<file path="config.mk">
export PLATFORM = sky130hd
export DESIGN_NAME = mul_wb_unit
export DESIGN_NICKNAME = d
export VERILOG_FILES = /design/src/rtl/mul_wb_unit.sv
export SDC_FILE = /design/constraint.sdc
export NUM_CORES = 1
export LEC_CHECK = 0
export CAP_MARGIN = 10
export CELL_PAD_IN_SITES_DETAIL_PLACEMENT = 1
export CELL_PAD_IN_SITES_GLOBAL_PLACEMENT = 2
export CORE_MARGIN = 8
export CORE_UTILIZATION = 30
export DETAILED_ROUTE_END_ITERATION = 8
export HOLD_SLACK_MARGIN = 0.02
export PLACE_DENSITY = 0.81
export SKIP_CTS_REPAIR_TIMING = 1
export SYNTH_ARGS = -nofsm -noshare
export SYNTH_HDL_FRONTEND = slang
export SYNTH_SLANG_ARGS = --single-unit
</file>
<file path="constraint.sdc">
create_clock -name clk -period 4.7 [get_ports clk]
set_input_delay 0.705 -clock clk [delete_from_list [all_inputs] [get_ports clk]]
set_output_delay 0.705 -clock clk [all_outputs]
set_load 0.01 [all_outputs]
</file>
<file path="src/rtl/mul_wb_unit.sv">
// Iterative 8x8 shift-add multiplier. The 16-bit product goes back to the
// register file as two byte writes through one write port, low byte first.
module mul_wb_unit #(
  parameter int pw = 2
) (
  input  logic          clk,
  input  logic          reset,
  input  logic          start,
  input  logic          sgn,
  input  logic [7:0]    op_a,
  input  logic [7:0]    op_b,
  input  logic [pw-1:0] dst_lo,
  input  logic [pw-1:0] dst_hi,
  output logic          busy,
  output logic          done,
  output logic          wr_en,
  output logic [pw-1:0] wr_addr,
  output logic [7:0]    wr_dat
);

  localparam logic [1:0] S_IDLE  = 2'd0;
  localparam logic [1:0] S_RUN   = 2'd1;
  localparam logic [1:0] S_WB_LO = 2'd2;
  localparam logic [1:0] S_WB_HI = 2'd3;

  logic [1:0]        state;
  logic [15:0]       mcand;
  logic [7:0]        mplier;
  logic [15:0]       acc;
  logic [15:0]       acc_next;
  logic [2:0]        cnt;
  logic              neg;
  logic [pw-1:0]     dst_lo_q;
  logic [pw-1:0]     dst_hi_q;
  logic [15:0]       prod;
  logic signed [7:0] a_s;
  logic signed [7:0] b_s;

  // -128 maps to 0x80, which is still the correct unsigned magnitude.
  function automatic logic [7:0] mag8(input logic signed [7:0] v);
    logic [7:0] r;
    r = v[7] ? (~v + 8'd1) : v;
    return r;
  endfunction

  function automatic logic [15:0] apply_sign(input logic [15:0] v, input logic en);
    return en ? (~v + 16'd1) : v;
  endfunction

  assign a_s      = op_a;
  assign b_s      = op_b;
  assign acc_next = acc + (mplier[0] ? mcand : 16'd0);

  always_ff @(posedge clk) begin
    if (reset) begin
      state    <= S_IDLE;
      mcand    <= '0;
      mplier   <= '0;
      acc      <= '0;
      cnt      <= '0;
      neg      <= 1'b0;
      dst_lo_q <= '0;
      dst_hi_q <= '0;
      prod     <= '0;
    end else begin
      case (state)
        S_IDLE: begin
          if (start) begin
            mcand    <= {8'd0, (sgn ? mag8(a_s) : op_a)};
            mplier   <= sgn ? mag8(b_s) : op_b;
            neg      <= sgn & (op_a[7] ^ op_b[7]);
            dst_lo_q <= dst_lo;
            dst_hi_q <= dst_hi;
            acc      <= '0;
            cnt      <= '0;
            state    <= S_RUN;
          end
        end
        // one partial product per cycle; product is final on the 8th
        S_RUN: begin
          acc    <= acc_next;
          mcand  <= mcand << 1;
          mplier <= mplier >> 1;
          cnt    <= cnt + 3'd1;
          if (cnt == 3'd7) begin
            prod  <= apply_sign(acc_next, neg);
            state <= S_WB_LO;
          end
        end
        S_WB_LO: state <= S_WB_HI;
        S_WB_HI: state <= S_IDLE;
      endcase
    end
  end

  // write-back outputs decode straight from the state register
  assign busy    = (state != S_IDLE);
  assign done    = (state == S_WB_HI);
  assign wr_en   = (state == S_WB_LO) || (state == S_WB_HI);
  assign wr_addr = (state == S_WB_LO) ? dst_lo_q :
                   (state == S_WB_HI) ? dst_hi_q : '0;
  assign wr_dat  = (state == S_WB_LO) ? prod[7:0] :
                   (state == S_WB_HI) ? prod[15:8] : 8'd0;

endmodule
</file>
# Word level (Yosys, flattened, before mapping)
# Index checks and enable logic that the tools add are counted.
# word_totals
ff_bits,66
in_bits,24
out_inout_bits,13
wordCells,54
# classes
add_sub_neg,5
eq_ne,6
muxes,21
n_bitwise,5
n_reduce_logical,8
# op_table
cell,count
16-bit 2-to-1 mux,4
16-bit one-hot mux with 2 select lines,2
8-bit 2-to-1 mux,7
16-bit by 1-bit adder with 16-bit output (second input constant),1
16-bit adder,1
8-bit by 1-bit adder with 8-bit output (second input constant),2
16-bit NOT,1
8-bit NOT,2
8-bit one-hot mux with 2 select lines,1
2-bit 2-to-1 mux,4
2-bit one-hot mux with 4 select lines,1
2-bit AND reduction,4
3-bit one-hot mux with 2 select lines,1
2-bit == test (second input constant),2
2-bit != test (second input constant),2
2-bit nonzero test,2
3-bit by 1-bit adder with 3-bit output (second input constant),1
3-bit == test (second input constant),1
3-bit 2-to-1 mux,1
2-bit by 1-bit == test with 1-bit output (second input constant),1
2-bit zero test,1
1-bit AND,1
1-bit logical OR,1
1-bit bitwise XOR,1

# Depth between registers and ports, before layout
# Gate-level depths: netlist of run 1.
# depth
word_depth,6
depth_mapped,12
depth_no_buf,11

# Worst setup path before layout of run 1
# OpenSTA, ideal clock, no wires.
# synth_timing
kind,register to register
startpoint,register mplier[0]
endpoint,register prod[14]
setup_ns,0.112
arrival_ns,3.187
required_time_ns,4.588
slack_ns,1.401
path_stages_with_launch,13
path_buffers,1
period_less_slack_ns,3.299
path_cell_list,dfxtp_1 clkbuf_1 and2_1 ha_1 fa_1 a21o_1 a221oi_2 nor4bb_1 o311a_1 or3_1 and2_2 and4b_1 a2111oi_1
# synth_via
elab_chain_len,5
# synth_lines
element,line,text
start: declaration,28,logic [7:0] mplier;
start signal: assignment,70,mplier <= sgn ? mag8(b_s) : op_b;
start signal: assignment,83,mplier <= mplier >> 1;
16-bit 2-to-1 mux *,52,assign acc_next = acc + (mplier[0] ? mcand : 16'd0);
16-bit adder *,52,
16-bit NOT,47,return en ? (~v + 16'd1) : v;
16-bit by 1-bit adder with 16-bit output,47,
16-bit 2-to-1 mux *,47,
end signal: assignment,86,"prod <= apply_sign(acc_next, neg);"
end: declaration,35,logic [15:0] prod;
# Every way passes the cells marked *; elsewhere a longest branch is shown, timed or not.
# A chain may end at the register's enable or synchronous reset.

# Worst setup path after layout of run 1
# Same ends and word-level chain as after synthesis.

==> out/qor.yml, run 1 <==
run_status:
  outcome: "finished, final reports clean"
floorplanning:
  die_y_microns: 134
  die_x_microns: 134
  rows: 43
  dieArea_sq_um: 17900
  num_io_pins: 37
  core_area_sq_um: 13700
  initial_utilization_pct: 30.3
cts:
  clock-sinks: 66
  cts-root-buf: "clkbuf_16"
  clk_path_buf_depth: 2
  clk_pin_slew_ps: 60
  numCtsBuffers: 9
  cts_tree: "built"
  clkLatencyLatePin_ps: 340
  htree_num_levels: 3
global_routing:
  grt_pass1_vias: 4096
  grt_max_degree: 69
  grtUsageMet3_pct: 2.26
  grt_pass1_wl_mm: 19.8
  overflow: 0
  grt_usage_pct: 13.4
  antenna_found_initial: 0
  use_met1_pct: 16.3
  grt_util_met2_pct: 23.1
  grt-busiest-layer: "met2"
power_and_ir_drop:
  leakage_uw: 0.00201
  power_per_cell_area_nw_per_um2: 433
  ir_drop_mv: 0.185
synthesis:
  synth.net_count: 588
  netlist_area_sq_um: 4160
  ys_ff_latch: 66
  synthArstFlopShare_pct: 0
  yosysTopAreaCell: "dfxtp_1"
  ys_dominant_reg_cell: "dfxtp_1"
  synth_area_leaders: "dfxtp_1 (32%), nor2_1 (7.9%), ha_1 (7.2%)"
  ys_warn_count: 0
  synth_top_area_share_pct: 31.8
  synth_cells: 539
  yosysSeqAreaShare_pct: 31.8
  avgSynthCellArea_sq_um: 7.72
  synth.distinct_cells: 61
  synth_edf_count: 0
timing:
  fin_crit_sh_pct: 78.9
  rsz0062_at_grt: "false"
  fin_skew_ps: 8.09
  hold_viol: 0
  worst_pin_slew_ps: 1050
  slew-limit-headroom_pct: 27.9
  setup-violations-final: 0
  post-route-min-period_ps: 3710
  fin_tns_setup_ps: 0
  fmax_mhz: 270
  final_max_slew_viol_count: 0
drt:
  drc: 0
  routed_wl_mm: 11.6
  dr_total_vias: 3840
  wl_per_cell_microns: 15.5
  viasPerCell: 5.13
  drt-initial-drc-count: 122
  drtPass1Iterations: 4
  ant_nets: 0
cells_and_area:
  fin_cells: 748
  layout-drive-gt1-share_pct: 8.10
  fill_cells: 1662
  nets: 612
  area_delta_synth_final_pct: 20.1
  diodes: 0
placed_design:
  dp_cells: 732
  gp_congestion: 0.792
  port_buffers: 36
  dp_hpwl_mm: 8.43
min_path:
  worstHoldPathType: "register to register"
flow_run:
  maxCapViolCount: 0
setup_path:
  worstSetupEndpointType: "register"
  cp_data_required_time_ps: 4910
  worstPathArrival_ps: 3920
  cp_max_fo: 17
  cp-start-kind: "register"
  critical_path_class: "register to register"
## power breakdown
group | switching [uW] | internal [uW]
logic | 472 | 241
clock network | 268 | 480
registers | 67.9 | 633
## placed cells by master (no fill, tap or decap), drive strengths merged, types with 4 or more instances in the layout
cell type / synthesis / layout
a22oi: 25 / 25
xor2: 10 / 10
and2: 19 / 19
buf: 2 / 6
o21ai: 27 / 27
inv: 22 / 22
mux2i: 5 / 5
nor2: 88 / 88
a21o: 5 / 5
ha: 24 / 24
or3: 7 / 7
and3: 4 / 4
clkdlybuf4s50: 0 / 35
dfxtp: 66 / 66
clkbuf: 26 / 10
a211oi: 13 / 13
nand3: 11 / 11
nor3: 13 / 13
or2: 6 / 6
nand4: 6 / 6
xnor2: 19 / 19
a21oi: 50 / 50
nand2: 52 / 52
a31oi: 5 / 5
## path summary, 6_finish.rpt
| kind | startpoint | endpoint | slack, ps | cells past startpoint |
|---|---|---|---|---|
| min | dst_hi_q[0] | dst_hi_q[0] | 460 | 2 |
| max | mplier[0] | prod[14] | 990 | 10 |
| max reg2reg | mplier[0] | prod[14] | 990 | 10 |
| min reg2reg | dst_hi_q[0] | dst_hi_q[0] | 460 | 2 |
## cells in the mapped netlist (all sizes together) (2+ instances only)
cell and n:
or2 6, ha 24, and2 19, a2111oi 3, a221oi 3, or3 7
xnor2 19, nor4b 2, xor2 10, nor2 88, nand4 6, mux2i 5
nand2 52, o31ai 3, and4 2, a211o 2, dfxtp 66, clkbuf 26
nand3 11, a211oi 13, o21ai 27, a31oi 5, a22oi 25, a21o 5
nor4 2, buf 2, a21oi 50, nor3 13, and3 4, inv 22
## registers in the layout (all words and copies together), names as in the netlist
signal    cells
dst_lo_q      2
cnt           3
state         2
neg           1
mcand        16
mplier        8
dst_hi_q      2
acc          16
prod         16
## kinds of logic (layout without fill, tap and decap cells)
kind of cell / count (synthesis) / after routing / share of synthesized area [%]
DFF: 66 / 66 / 31.8
AOI/OAI and AO/OA: 146 / 146 / 22.9
adders and majority gates: 25 / 25 / 7.70
xor gates and xnor gates: 29 / 29 / 6.29
muxes: 5 / 5 / 1.20
buffers and inverters: 50 / 79 / 4.93
and+or+nand+nor: 218 / 218 / 25.2
## metal layers
layer	share of wire, %	up-vias	wire (microns)
li1	-	1954	-
met4	1.4	0	160
met2	48	36	5550
met5	0	-	0
met3	2.4	14	277
met1	48	1836	5580
## final cells by class
class,instances,area (sq um),area share (%)
Tap cell,180,225,4.51
Inverter,22,82.6,1.65
Sequential cell,66,1320,26.5
Timing Repair Buffer,41,393,7.87
Clock inverter,6,90.1,1.80
Multi-Input combinational cell,423,2640,52.9
Clock buffer,10,239,4.78
## worst max-delay path, stage by stage (launching register included)
cell and delay (ps):
dfxtp_1 620, and2_1 210, ha_1 290, a21o_1 250, or2_4 280, or3_4 390
a2111oi_4 470, nand4_2 190, nor4_2 290, and4b_1 230, a2111oi_1 380
## through the flow
stage	instance area [sq um]	util (%)	total power, uW	setup WS, ps	hold WS, ps
2_1_floorplan	4160	-	1200	1400	432
3_3_place_gp	4670	34.0	1400	1200	446
3_5_place_dp	4670	34.0	1430	1010	459
4_1_cts	4990	36.4	2190	960	468
5_1_grt	4990	36.4	2300	668	481
6_report	4990	36.4	2160	993	463
Note: power is estimated with default switching activity, not from simulation.
==> run 2: changes to the inputs <==
--- a/config.mk
+++ b/config.mk
@@ -12,7 +12,7 @@
 export CORE_UTILIZATION = 30
 export DETAILED_ROUTE_END_ITERATION = 8
 export HOLD_SLACK_MARGIN = 0.02
-export PLACE_DENSITY = 0.81
+export PLACE_DENSITY = 0.83
 export SKIP_CTS_REPAIR_TIMING = 1
 export SYNTH_ARGS = -nofsm -noshare
 export SYNTH_HDL_FRONTEND = slang
==> constraint.sdc (replaced) <==
create_clock -name clk -period 3.1 [get_ports clk]
set_input_delay 0.465 -clock clk [delete_from_list [all_inputs] [get_ports clk]]
set_output_delay 0.465 -clock clk [all_outputs]
set_load 0.01 [all_outputs]
==> run 2 against run 1 <==
The flow now finishes with violations (negative setup slack). Cell area rose by 8.4%. Register-to-register slack worse by 1000 ps. Power grew 52%. Via count grew 4.5%. Clock-buffer cell count unchanged. Sequential power grew 50%. Cell count up 4.5%. Hold slack got worse by 3.7 ps. Sequential share of layout area fell by 2.0 points. Global-route usage decreased by 0.089 points.
==> out/qor.yml, run 2 (synthesized netlist as in run 1, its figures left out) <==
power_and_ir_drop:
  power_per_cell_area_nw_per_um2: 608  # was 433 nW/um^2
  leakage_uw: 0.00219  # was 0.00201 uW
  p_switching_uw: 1230  # was 808 uW
  p_comb_share_pct: 36.7  # was 33.0%
  ir_drop_mv: 0.268  # was 0.185 mV
  intPower_uw: 2060  # was 1350 uW
  p_seq_share_pct: 31.8  # was 32.4%
  power.total_uw: 3290  # was 2160 uW
  p_clk_share_pct: 31.4  # was 34.6%
  p_sw_share_pct: 37.4  # about the same
min_path:
  hold_start: "dst_lo_q[1]"  # was dst_hi_q[0]
  holdPathStages: 2  # unchanged
  hold_end: "dst_lo_q[1]"  # was dst_hi_q[0]
  worstHoldPathType: "register to register"  # unchanged
floorplanning:
  die_x_microns: 134  # unchanged
  rows: 43  # unchanged
  dieArea_sq_um: 17900  # unchanged
  core_area_sq_um: 13700  # unchanged
  initial_utilization_pct: 30.3  # unchanged
  die_y_microns: 134  # unchanged
  num_io_pins: 37  # unchanged
global_routing:
  grt_pass1_vias: 4102  # was 4096
  grt_max_degree: 48  # was 69
  grt_pass1_wl_mm: 19.8  # about the same
  antenna_found_initial: 0  # unchanged
  overflow: 0  # unchanged
  grt_usage_pct: 13.3  # was 13.4%
timing:
  final_max_slew_viol_count: 0  # unchanged
  holdWs_ps: 459  # was 463 ps
  post-route-min-period_ps: 3110  # was 3710 ps
  slew-limit-headroom_pct: 46.8  # was 27.9%
  postLayoutSetupSlackWorst_ps: -8.28  # was 993 ps
  fin_crit_sh_pct: 100  # was 78.9%
  hold_viol: 0  # unchanged
  fmax_mhz: 322  # was 270 MHz
  worst_pin_slew_ps: 795  # was 1050 ps
  rsz0062_at_grt: "true"  # was false
  setup-violations-final: 1  # was 0
  fin_skew_ps: 11.0  # was 8.09 ps
drt:
  routed_wl_mm: 12.1  # was 11.6 mm
  drc: 0  # unchanged
  wl_per_cell_microns: 15.4  # was 15.5 microns
  drt-initial-drc-count: 175  # was 122
  dr_total_vias: 4013  # was 3840
  drtPass1Iterations: 4  # unchanged
  viasPerCell: 5.13  # about the same
  ant_nets: 0  # unchanged
cells_and_area:
  fill_cells: 1635  # was 1662
  final_cell_mix: "nor2_1 (88), dfxtp_1 (65), nand2_1 (51)"  # was nor2_1 (88), dfxtp_1 (66), nand2_1 (51)
  nets: 646  # was 612
  fin_cells: 782  # was 748
  diodes: 0  # unchanged
  reg.largest.list: "acc: 16 flops, mcand: 16 flops, prod: 16 flops"  # unchanged
  seqCellArea_sq_um: 1330  # was 1320 sq um
  multiInputGateArea_sq_um: 2830  # was 2640 sq um
  layout-drive-gt1-share_pct: 16.6  # was 8.10%
  layout.cells.most_common: "nor2_1"  # unchanged
  area_delta_synth_final_pct: 30.2  # was 20.1%
  postLayoutCellArea_sq_um: 5420  # was 4990 sq um
setup_path:
  critical_path_class: "register to register"  # unchanged
  rrSetupSlack_ps: -8  # was 990 ps
  worstPathArrival_ps: 3310  # was 3920 ps
  cp-start-kind: "register"  # unchanged
  reg2reg_from: "mplier[0]"  # unchanged
  cp_data_required_time_ps: 3300  # was 4910 ps
  rr_worst_depth: 11  # was 10
  worstSetupEndpointType: "register"  # unchanged
  cp_max_fo: 7  # was 17
  r2r_end: "prod[14]"  # unchanged
placed_design:
  gp_congestion: 0.822  # was 0.792
  port_buffers: 36  # unchanged
  dp_cells: 759  # was 732
  dpl-instance-area_sq_um: 4880  # was 4670 sq um
  dp_hpwl_mm: 9.00  # was 8.43 mm
  dpl_worst_slack_ps: -136  # was 1010 ps
run_status:
  failed_checks: "negative setup slack"
  outcome: "complete, but fails checks"  # was finished, final reports clean
cts:
  clk_pin_slew_ps: 60  # about the same
  htree_num_levels: 3  # unchanged
  clk_path_buf_depth: 2  # unchanged
  cts_tree: "built"  # unchanged
  numCtsBuffers: 9  # unchanged
  clock-sinks: 66  # unchanged
  cts-root-buf: "clkbuf_16"  # unchanged
  clkLatencyLatePin_ps: 340  # about the same
flow_run:
  maxCapViolCount: 0  # unchanged
[run 2: cell count changes in the layout (fill, tap and decap cells not counted), sizes merged]
cell      before  now
buf            6   40
clkinvlp       1    3
bufinv         2    1
clkinv         3    2
[run 2: critical path, stage by stage (launching register included)]
cell	delay (ps)
dfxtp_4	360
and2_4	150
ha_4	150
fa_2	340
a21o_1	230
a221oi_4	340
nor4bb_4	90
o311a_1	380
or3_4	380
and2_4	180
nor4b_2	300
a2111oi_2	70
[run 2: how the worst max path moves through the flow]
stage	startpoint	end	depth (start not counted)
after floorplan	mplier[0]	prod[14]	12
after global placement	mplier[0]	prod[14]	11
after detailed placement	mplier[0]	prod[14]	10
after CTS	mplier[0]	prod[14]	10
after global routing	mplier[0]	prod[14]	12
final	mplier[0]	prod[14]	11
[run 2: layout make-up]
| cell class | count | area share [%] |
|---|---|---|
| Multi-Input combinational cell | 423 | 52.2 |
| Clock buffer | 10 | 4.41 |
| Timing Repair Buffer | 75 | 12.0 |
| Sequential cell | 66 | 24.5 |
| Tap cell | 180 | 4.16 |
| Inverter | 22 | 1.52 |
| Clock inverter | 6 | 1.22 |
[run 2: power by group through the flow]
stage | combinational, uW | clock, uW | sequential (uW)
floorplan | 784 | 0 | 1030
global placement | 1130 | 0 | 1060
detailed placement | 1170 | 0 | 1070
CTS | 1180 | 1060 | 1050
global route | 1360 | 1100 | 1060
finish | 1210 | 1040 | 1050
[run 2: stage by stage]
step           setup TNS, ps  util, %
3_5_place_dp            -193     35.6
3_3_place_gp           -42.6     35.6
5_1_grt                 -809     39.5
6_report               -8.28     39.5
2_1_floorplan              0        -
4_1_cts                 -264     37.8
[run 2: metal layers]
metal	wire [microns]	GRT usage, %
met1	5600	16.4
met2	5930	22.2
met3	313	2.56
met4	208	5.49
met5	0	0
==> run 3: changes to the inputs <==
--- a/config.mk
+++ b/config.mk
@@ -10,6 +10,7 @@
 export CELL_PAD_IN_SITES_GLOBAL_PLACEMENT = 2
 export CORE_MARGIN = 8
 export CORE_UTILIZATION = 30
+export CTS_CLUSTER_SIZE = 10
 export DETAILED_ROUTE_END_ITERATION = 8
 export HOLD_SLACK_MARGIN = 0.02
 export PLACE_DENSITY = 0.83
@@ -17,3 +18,4 @@
 export SYNTH_ARGS = -nofsm -noshare
 export SYNTH_HDL_FRONTEND = slang
 export SYNTH_SLANG_ARGS = --single-unit
+export TNS_END_PERCENT = 50
==> run 3 against run 2 <==
The flow still finishes with violations (negative setup slack). Critical endpoint unchanged. Clock power about the same. Critical path depth unchanged. Wire length about the same. Global-route usage unchanged. Fmax unchanged. First-iteration DRC count down 6.3%. Combinational power about the same.
==> out/qor.yml, run 3 (synthesized netlist as in run 1, its figures left out) <==
placed_design:
  port_buffers: 36  # unchanged
  dpl_worst_slack_ps: -136  # unchanged
  dp_hpwl_mm: 9.00  # unchanged
  gp_congestion: 0.822  # unchanged
  dpl-instance-area_sq_um: 4880  # unchanged
global_routing:
  grt_max_degree: 48  # unchanged
  antenna_found_initial: 0  # unchanged
  grt_pass1_wl_mm: 19.8  # unchanged
  grtUsageMet3_pct: 2.56  # unchanged
  use_met1_pct: 16.4  # unchanged
  grt_pass1_vias: 4102  # unchanged
  grt_util_met2_pct: 22.2  # unchanged
  overflow: 0  # unchanged
  grt_usage_pct: 13.3  # unchanged
  grt-busiest-layer: "met2"  # unchanged
flow_run:
  maxCapViolCount: 0  # unchanged
cts:
  cts_tree: "built"  # unchanged
  htree_num_levels: 3  # unchanged
  clk_pin_slew_ps: 60  # about the same
  clk_path_buf_depth: 2  # unchanged
  numCtsBuffers: 9  # unchanged
  cts-root-buf: "clkbuf_16"  # unchanged
  clkLatencyLatePin_ps: 340  # about the same
  clock-sinks: 66  # unchanged
setup_path:
  crit_start: "mplier[0]"  # unchanged
  worstSetupEndpointType: "register"  # unchanged
  critPathMostFrequentCell: "and2_4"  # unchanged
  reg2reg_from: "mplier[0]"  # unchanged
  path_depth: 11  # unchanged
  r2r_end: "prod[14]"  # unchanged
  crit_path_end: "prod[14]"  # unchanged
  critPathBufInv: 0  # unchanged
  rrSetupSlack_ps: -8  # about the same
  critPathSlowestCell: "o311a_1"  # unchanged
  rr_worst_depth: 11  # unchanged
  cp_cell_sequence: "and2_4, ha_4, fa_2, a21o_1, a221oi_4, nor4bb_4, o311a_1, or3_4, and2_4, nor4b_2, a2111oi_2"  # unchanged
  critical_path_class: "register to register"  # unchanged
  cp-start-kind: "register"  # unchanged
  cp_data_required_time_ps: 3300  # about the same
  critPathTopFamily: "simple AND/OR/NAND/NOR gates"  # unchanged
  cp_max_fo: 7  # unchanged
  worst_path_largest_cell_delay_ps: 380  # about the same
  worstPathArrival_ps: 3310  # about the same
power_and_ir_drop:
  ir_drop_mv: 0.268  # about the same
  power_per_cell_area_nw_per_um2: 608  # about the same
  leakage_uw: 0.00219  # unchanged
timing:
  holdWs_ps: 459  # about the same
  fin_crit_sh_pct: 100  # about the same
  fmax_mhz: 322  # unchanged
  postLayoutSetupSlackWorst_ps: -8.28  # about the same
  setup-violations-final: 1  # unchanged
  final_max_slew_viol_count: 0  # unchanged
  fin_skew_ps: 11.1  # was 11.0 ps
  hold_viol: 0  # unchanged
  slew-limit-headroom_pct: 46.8  # about the same
  rsz0062_at_grt: "true"  # unchanged
  post-route-min-period_ps: 3110  # about the same
  worst_pin_slew_ps: 795  # about the same
drt:
  ant_nets: 0  # unchanged
  routed_wl_mm: 12.1  # about the same
  dr_total_vias: 4011  # was 4013
  wl_per_cell_microns: 15.4  # about the same
  viasPerCell: 5.13  # about the same
  drt-initial-drc-count: 164  # was 175
  drc: 0  # unchanged
  drtPass1Iterations: 4  # unchanged
min_path:
  worstHoldPathType: "register to register"  # unchanged
run_status:
  failed_checks: "negative setup slack"  # unchanged
  outcome: "complete, but fails checks"  # unchanged
floorplanning:
  core_area_sq_um: 13700  # unchanged
  die_x_microns: 134  # unchanged
  num_io_pins: 37  # unchanged
  die_y_microns: 134  # unchanged
  rows: 43  # unchanged
  initial_utilization_pct: 30.3  # unchanged
  dieArea_sq_um: 17900  # unchanged
cells_and_area:
  layout.cells.most_common: "nor2_1"  # unchanged
  final_cell_mix: "nor2_1 (88), dfxtp_1 (65), nand2_1 (51)"  # unchanged
  diodes: 0  # unchanged
  nets: 646  # unchanged
  reg.largest.list: "acc: 16 flops, mcand: 16 flops, prod: 16 flops"  # unchanged
  layout-drive-gt1-share_pct: 16.6  # unchanged
  postLayoutCellArea_sq_um: 5420  # unchanged
  area_delta_synth_final_pct: 30.2  # unchanged
[run 3: cell counts in the layout (fill, tap and decap cells not counted)]
Identical to the previous run, type by type.
[run 3: how the worst min path moves through the flow]
stage | start | end | slack (ps) | cells past startpoint
floorplan | prod[2] | prod[2] | 430 | 2
global placement | dst_lo_q[1] | dst_lo_q[1] | 440 | 2
detailed placement | dst_lo_q[1] | dst_lo_q[1] | 450 | 2
CTS | prod[2] | prod[2] | 460 | 2
global route | dst_lo_q[1] | dst_lo_q[1] | 480 | 2
finish | dst_lo_q[1] | dst_lo_q[1] | 460 | 2
[run 3: tightest hold or removal path: stages, from the launching register on]
cell     delay, ps
dfxtp_1        310
nand2_1         50
a21oi_1         50
[run 3: per-layer routing]
| metal | wire length (microns) | share of wire [%] |
|---|---|---|
| met3 | 323 | 2.7 |
| met5 | 0 | 0 |
| met2 | 5930 | 49 |
| met4 | 208 | 1.7 |
| met1 | 5590 | 46 |
[run 3: area by class of cell]
class | instances | area [sq um]
Inverter | 22 | 82.6
Timing Repair Buffer | 75 | 649
Fill cell | 1635 | 8300
Sequential cell | 66 | 1330
Multi-Input combinational cell | 423 | 2830
Clock buffer | 10 | 239
Tap cell | 180 | 225
Clock inverter | 6 | 66.3
[run 3: report_power, final]
group | total (uW) | switching [uW] | internal [uW]
sequential | 1050 | 86.2 | 963
combinational | 1210 | 753 | 456
clock | 1040 | 393 | 644
total | 3290 | 1230 | 2060
[run 3: per-stage QoR]
stage	utilization, %	instances	setup TNS [ps]	total power [uW]
floorplan	-	539	0	1820
global placement	35.6	759	-42.6	2190
detailed placement	35.6	759	-193	2240
CTS	37.8	775	-264	3290
global route	39.5	782	-809	3520
finish	39.5	782	-8.28	3290
